File: src/rtl/alu_seq_pkg.sv
// Shared types for the sequential ALU: opcode encoding, control states and
// the default operand width.
package alu_seq_pkg;

    localparam int W_DEFAULT = 8;

    typedef enum logic [2:0] {
        OP_ADD = 3'b000,
        OP_SUB = 3'b001,
        OP_MUL = 3'b010,
        OP_XOR = 3'b011,
        OP_AND = 3'b100,
        OP_OR  = 3'b101
    } op_e;

    typedef enum logic [1:0] {
        ST_IDLE = 2'b00,
        ST_BUSY = 2'b01,
        ST_DONE = 2'b10
    } state_e;

endpackage

File: src/rtl/alu_seq_mul.sv
// Radix-2 shift-add multiplier: loads on start, then runs exactly W iterations
// regardless of operand values. done flags the edge of the final iteration.
module alu_seq_mul #(
    parameter int W = 8
) (
    input  logic           clk,
    input  logic           rst,
    input  logic           start,
    input  logic [W-1:0]   a,
    input  logic [W-1:0]   b,
    output logic           done,
    output logic [2*W-1:0] product
);

    localparam int CW = $clog2(W + 1);

    logic [2*W-1:0] acc_q;
    logic [2*W-1:0] mcand_q;
    logic [W-1:0]   mplier_q;
    logic [CW-1:0]  cnt_q;
    logic           busy_q;
    logic [2*W-1:0] acc_d;

    // Accumulator value after the current iteration's conditional add.
    always_comb begin
        acc_d = acc_q;
        if (mplier_q[0]) begin
            acc_d = acc_q + mcand_q;
        end else begin
            acc_d = acc_q;
        end
    end

    // product is the post-iteration value so the parent can capture it on the done edge.
    assign done    = busy_q && (cnt_q == CW'(W - 1));
    assign product = acc_d;

    // Iteration state: load on start, shift/accumulate while busy.
    always_ff @(posedge clk) begin
        if (rst) begin
            acc_q    <= '0;
            mcand_q  <= '0;
            mplier_q <= '0;
            cnt_q    <= '0;
            busy_q   <= 1'b0;
        end else if (start) begin
            acc_q    <= '0;
            mcand_q  <= {{W{1'b0}}, a};
            mplier_q <= b;
            cnt_q    <= '0;
            busy_q   <= 1'b1;
        end else if (busy_q) begin
            acc_q    <= acc_d;
            mcand_q  <= {mcand_q[2*W-2:0], 1'b0};
            mplier_q <= {1'b0, mplier_q[W-1:1]};
            cnt_q    <= cnt_q + CW'(1);
            busy_q   <= !done;
        end else begin
            acc_q    <= acc_q;
            mcand_q  <= mcand_q;
            mplier_q <= mplier_q;
            cnt_q    <= cnt_q;
            busy_q   <= busy_q;
        end
    end

endmodule

File: src/rtl/alu_seq.sv
// Sequential ALU with valid/ready handshakes: single-cycle logic/arith ops
// complete in one cycle, MUL runs on the iterative multiplier for W cycles.
module alu_seq
    import alu_seq_pkg::*;
#(
    parameter int W = W_DEFAULT
) (
    input  logic           clk,
    input  logic           rst,
    input  logic           in_valid,
    output logic           in_ready,
    input  logic [W-1:0]   a,
    input  logic [W-1:0]   b,
    input  logic [2:0]     opcode,
    output logic           out_valid,
    input  logic           out_ready,
    output logic [2*W-1:0] result,
    output logic           zero,
    output logic           err
);

    state_e         state_q;
    logic [2*W-1:0] result_q;
    logic           zero_q;
    logic           err_q;
    logic           in_ready_q;
    logic           out_valid_q;

    logic [2*W-1:0] a_ext_s;
    logic [2*W-1:0] b_ext_s;
    logic [2*W-1:0] alu_d;
    logic           illegal_d;
    logic           accept_s;
    logic           mul_start_s;
    logic           mul_done_s;
    logic [2*W-1:0] mul_product_s;

    assign a_ext_s     = {{W{1'b0}}, a};
    assign b_ext_s     = {{W{1'b0}}, b};
    assign accept_s    = in_valid && in_ready_q;
    assign mul_start_s = accept_s && (opcode == OP_MUL);

    // Single-cycle operation result; MUL is produced by the sub-module instead.
    always_comb begin
        alu_d     = '0;
        illegal_d = 1'b0;
        case (opcode)
            OP_ADD:  alu_d = a_ext_s + b_ext_s;
            OP_SUB:  alu_d = a_ext_s - b_ext_s;
            OP_MUL:  alu_d = '0;
            OP_XOR:  alu_d = a_ext_s ^ b_ext_s;
            OP_AND:  alu_d = a_ext_s & b_ext_s;
            OP_OR:   alu_d = a_ext_s | b_ext_s;
            default: begin
                alu_d     = '0;
                illegal_d = 1'b1;
            end
        endcase
    end

    alu_seq_mul #(.W(W)) u_mul (
        .clk     (clk),
        .rst     (rst),
        .start   (mul_start_s),
        .a       (a),
        .b       (b),
        .done    (mul_done_s),
        .product (mul_product_s)
    );

    // Control FSM with registered handshake and result outputs.
    always_ff @(posedge clk) begin
        if (rst) begin
            state_q     <= ST_IDLE;
            result_q    <= '0;
            zero_q      <= 1'b0;
            err_q       <= 1'b0;
            in_ready_q  <= 1'b1;
            out_valid_q <= 1'b0;
        end else begin
            case (state_q)
                ST_IDLE: begin
                    if (accept_s && (opcode == OP_MUL)) begin
                        state_q    <= ST_BUSY;
                        in_ready_q <= 1'b0;
                    end else if (accept_s) begin
                        state_q     <= ST_DONE;
                        result_q    <= alu_d;
                        zero_q      <= (alu_d == '0);
                        err_q       <= illegal_d;
                        in_ready_q  <= 1'b0;
                        out_valid_q <= 1'b1;
                    end else begin
                        state_q <= ST_IDLE;
                    end
                end
                ST_BUSY: begin
                    if (mul_done_s) begin
                        state_q     <= ST_DONE;
                        result_q    <= mul_product_s;
                        zero_q      <= (mul_product_s == '0);
                        err_q       <= 1'b0;
                        out_valid_q <= 1'b1;
                    end else begin
                        state_q <= ST_BUSY;
                    end
                end
                ST_DONE: begin
                    if (out_ready) begin
                        state_q     <= ST_IDLE;
                        in_ready_q  <= 1'b1;
                        out_valid_q <= 1'b0;
                    end else begin
                        state_q <= ST_DONE;
                    end
                end
                default: begin
                    state_q     <= ST_IDLE;
                    in_ready_q  <= 1'b1;
                    out_valid_q <= 1'b0;
                end
            endcase
        end
    end

    assign in_ready  = in_ready_q;
    assign out_valid = out_valid_q;
    assign result    = result_q;
    assign zero      = zero_q;
    assign err       = err_q;

endmodule

File: config.mk
export PLATFORM = sky130hd
export DESIGN_NAME = alu_seq
export DESIGN_NICKNAME = d
export VERILOG_FILES = /design/src/rtl/alu_seq_pkg.sv /design/src/rtl/alu_seq_mul.sv /design/src/rtl/alu_seq.sv
export SDC_FILE = /design/constraint.sdc
export NUM_CORES = 1
export LEC_CHECK = 0
export BUFFER_PORTS_ARGS = -buffer_cell sky130_fd_sc_hd__buf_2
export CORE_UTILIZATION = 50
export DETAILED_ROUTE_END_ITERATION = 6
export HOLD_SLACK_MARGIN = 0.08
export MAX_ROUTING_LAYER = met4
export PLACE_DENSITY = 0.68
export SLEW_MARGIN = 5
export SYNTH_ARGS = -nofsm -noshare
export SYNTH_HDL_FRONTEND = slang
export SYNTH_HIERARCHICAL = 1
export SYNTH_SLANG_ARGS = --single-unit
export TNS_END_PERCENT = 1
File: constraint.sdc
create_clock -name clk -period 3.2 [get_ports clk]
set_input_delay 0.48 -clock clk [delete_from_list [all_inputs] [get_ports clk]]
set_output_delay 0.48 -clock clk [all_outputs]
set_load 0.005 [all_outputs]
==> metrics <==
CTS max path bufs 2; RSZ-0062 raised after global routing no; drt drc 0; Max Cap Viol 0; largest net degree at the start of global routing 43; global route overflow 0; Mapped Cells 587; Pins Over Slew Limit 0; Seq pwr share 0.442; YS warnings 6; hold slack 0.3910 ns; clk sinks 67; port bufs 42; CTS tree yes; Die Width 99.75 um; slowest CP cell dfxtp_1; Critical Path End Type flop; Post-DP HPWL 9074 um; Placed Area 5076 um^2; All-Layer GR Usage 0.2662; clk slew on worst S/H paths 0.09 ns; internal power 0.001374 W; fin crit period 3.059 ns; Layout area overhead 11.60%; Fin. Hold Viols 0; FILL cells 875; number of diodes 0; Multi-input gate area 3206 um^2; total power 0.001990 W; maximum vdd drop 0.2094 mV; Synth async-reset ratio 0; Setup CP Type reg2reg; Slew headroom 0.4197; RePlAce Congestion 0.9531; xor and xnor area share after synthesis 0.03300; ratio of cells with drive above 1 in the final layout 0.1821; Synth Area in Simple Gates 0.1867; Final ANT Viol Nets 0; cell chain of the critical path ha_2 > o211a_1 > a21oi_1 > o221ai_1 > a21oi_1 > xnor2_1 > mux2_2 > nor4_2 > and3_1 > a31oi_1 > nor3_1 > a31o_1; via density per instance 5.777; commonest register cell after synthesis dfxtp_1; cts hold-fix bufs 0; sw power 0.0006164 W; register area 1345 um^2; Comb power frac 0.181; sw frac 0.3097; post-route design area 5331 um^2; CP most frequent cell a21oi_1; iteration count of the initial detailed-routing pass 5; vias in the first global route 4196; number of synthesized flops with an enable pin 0; Hold WC Path Type in2reg; Synth Register Bits 67; initial antenna violation count 0; Compound-Gate Fraction of Synth Area 0.2355; # IOs 43; post-synth design cell area 4777 um^2; Max H-tree Level 3; Distinct cells, synth 72; Critical Path Start Type flop; status completed; syn avg cell area 8.138 um^2; Final nets 688; final cycle utilization of the critical path 0.9558; Starting Density 0.5170; DRT iter0 DRCs 298; Worst Max-Slew Pin Slew 0.8693 ns; total routed wirelength 12200 um; wire per inst 16.16 um; Power Dens Cells 373.3 nW/um^2; Data required, critical path 3.50 ns; Clock Latency Late Sink 0.35 ns; mux share of post-synthesis cell area 0.08879; Crit Path Max Fanout 5; std cell rows 35; combinational family with the most area after synthesis compound AO/OA/AOI/OAI gates; TritonCTS buffer count 9; setup violators final 0; WP data arrival 3.36 ns; clock network power share 0.377; Adder-Cell Fraction of Synth Area 0.1200; max incr delay on CP 0.38 ns; Max Freq 326.9 MHz; via count 4362; register area share after synthesis 0.2808; die height 99.75 um; Root Driver clkbuf_8; final setup skew 0.01182 ns; Core Region 9240 um^2; LEAKAGE 2.252 nW; die area 9949 um^2; syn_nets 654; placed insts 737; fin cells 755; first-pass GRT wire length 20310 um
[cells in the final DEF, fill, tap and decap left out, drive strengths merged, types with 5 or more instances in the layout]
cell type  count
nor2          92
dfxtp         67
a21oi         64
buf           53
ha            41
nand2         39
inv           35
mux2i         30
o21ai         22
xnor2         13
a211oi        13
mux2          11
a21o          10
nor3           9
clkbuf         9
o211ai         7
nand3          7
nand2b         6
nor4           6
nor2b          5
nand4          5
xor2           5
nor3b          5
a31oi          5
[power by group through the flow]
| stage | combinational (W) | clock (W) | sequential, W |
|---|---|---|---|
| 2_1_floorplan | 0.000254 | 0 | 0.000895 |
| 3_3_place_gp | 0.000348 | 0 | 0.000898 |
| 3_5_place_dp | 0.000354 | 0 | 0.000900 |
| 4_1_cts | 0.000356 | 0.000766 | 0.000880 |
| 5_1_grt | 0.000401 | 0.000810 | 0.000884 |
| 6_report | 0.000359 | 0.000751 | 0.000880 |
[logic make-up (layout without fill, tap and decap cells)]
kind of cell	Yosys count	count (layout)
mux	41	41
compound gates	164	164
buf+inv	62	101
fa+ha+maj	44	44
xor+xnor	18	18
simple gates	191	191
flops	67	67
[state kept, by name, indices dropped and copies added (netlist names)]
register        count
err                 1
in_ready            1
out_valid           1
result             16
state_q             2
u_mul/acc_q        16
u_mul/busy_q        1
u_mul/cnt_q         4
u_mul/mcand_q      16
u_mul/mplier_q      8
zero                1
[cells in the mapped netlist (3+ instances only)]
library cell / n / share of area
nor2_1: 92 / 0.072
dfxtp_1: 67 / 0.28
a21oi_1: 63 / 0.066
ha_1: 41 / 0.11
nand2_1: 39 / 0.031
mux2i_1: 30 / 0.063
inv_1: 28 / 0.022
o21ai_0: 20 / 0.021
clkbuf_1: 17 / 0.013
xnor2_1: 13 / 0.024
a211oi_1: 12 / 0.019
mux2_2: 11 / 0.026
nor3_1: 9 / 0.0094
a21o_1: 8 / 0.013
nand3_1: 7 / 0.0073
o211ai_1: 7 / 0.011
nand2b_1: 6 / 0.0079
a31oi_1: 5 / 0.0065
buf_4: 5 / 0.0079
nand4_1: 5 / 0.0065
nor2b_1: 5 / 0.0065
nor3b_1: 5 / 0.0079
nor4_1: 5 / 0.0065
xor2_1: 5 / 0.0092
a211o_1: 4 / 0.0073
a22o_1: 4 / 0.0073
inv_2: 4 / 0.0031
a221oi_1: 3 / 0.0055
buf_1: 3 / 0.0024
buf_2: 3 / 0.0031
fa_1: 3 / 0.013
nand3b_1: 3 / 0.0047
o21a_1: 3 / 0.0047
o221ai_1: 3 / 0.0055
or2_2: 3 / 0.0039
[metrics by stage]
step           utilization  worst slack (ns)   TNS [ns]
2_1_floorplan            -            0.2622          0
3_3_place_gp        0.5494           0.08148          0
3_5_place_dp        0.5494         -0.003966  -0.003966
4_1_cts             0.5722           0.02267          0
5_1_grt             0.5770           0.01163          0
6_report            0.5770            0.1413          0
[critical path, delay by kind of cell, from the launching register on]
kind	cells	cell delay, ns
flip-flops	1	0.38
AND/OR/NAND/NOR	3	0.68
multiplexers	1	0.31
adder cells (fa/ha/maj)	1	0.34
XOR/XNOR	1	0.10
AO/OA/AOI/OAI	6	1.19
[cell type report]
| class | instances | area share |
|---|---|---|
| Multi-Input combinational cell | 458 | 0.6013 |
| Sequential cell | 67 | 0.2523 |
| Timing Repair Buffer | 53 | 0.05492 |
| Tap cell | 129 | 0.03027 |
| Clock buffer | 9 | 0.02323 |
| Inverter | 32 | 0.02253 |
| Clock inverter | 7 | 0.01549 |
[per-layer routing]
| metal | global-route usage | wire [um] |
|---|---|---|
| met5 | - | 0 |
| met4 | 0.08824 | 229 |
| met3 | 0.04357 | 661 |
| met2 | 0.4440 | 5961 |
| met1 | 0.3263 | 5349 |
[worst paths after layout]
| path | depth (start not counted) | slack, ns | to | from |
|---|---|---|---|---|
| setup / recovery | 12 | 0.14 | zero | u_mul/acc_q[2] |
| hold / removal | 4 | 0.39 | state_q[1] | out_ready |
| setup reg to reg | 12 | 0.14 | zero | u_mul/acc_q[2] |
| hold reg to reg | 2 | 0.45 | result[6] | result[6] |
[what timing repair did]
action	4_1_cts	5_1_grt
setup buffers	0	2
setup endpoints to repair	1	1
gates cloned	0	0
resized for setup	1	9
pin swaps	0	7
No activity file was read; power rests on OpenSTA's default activity.
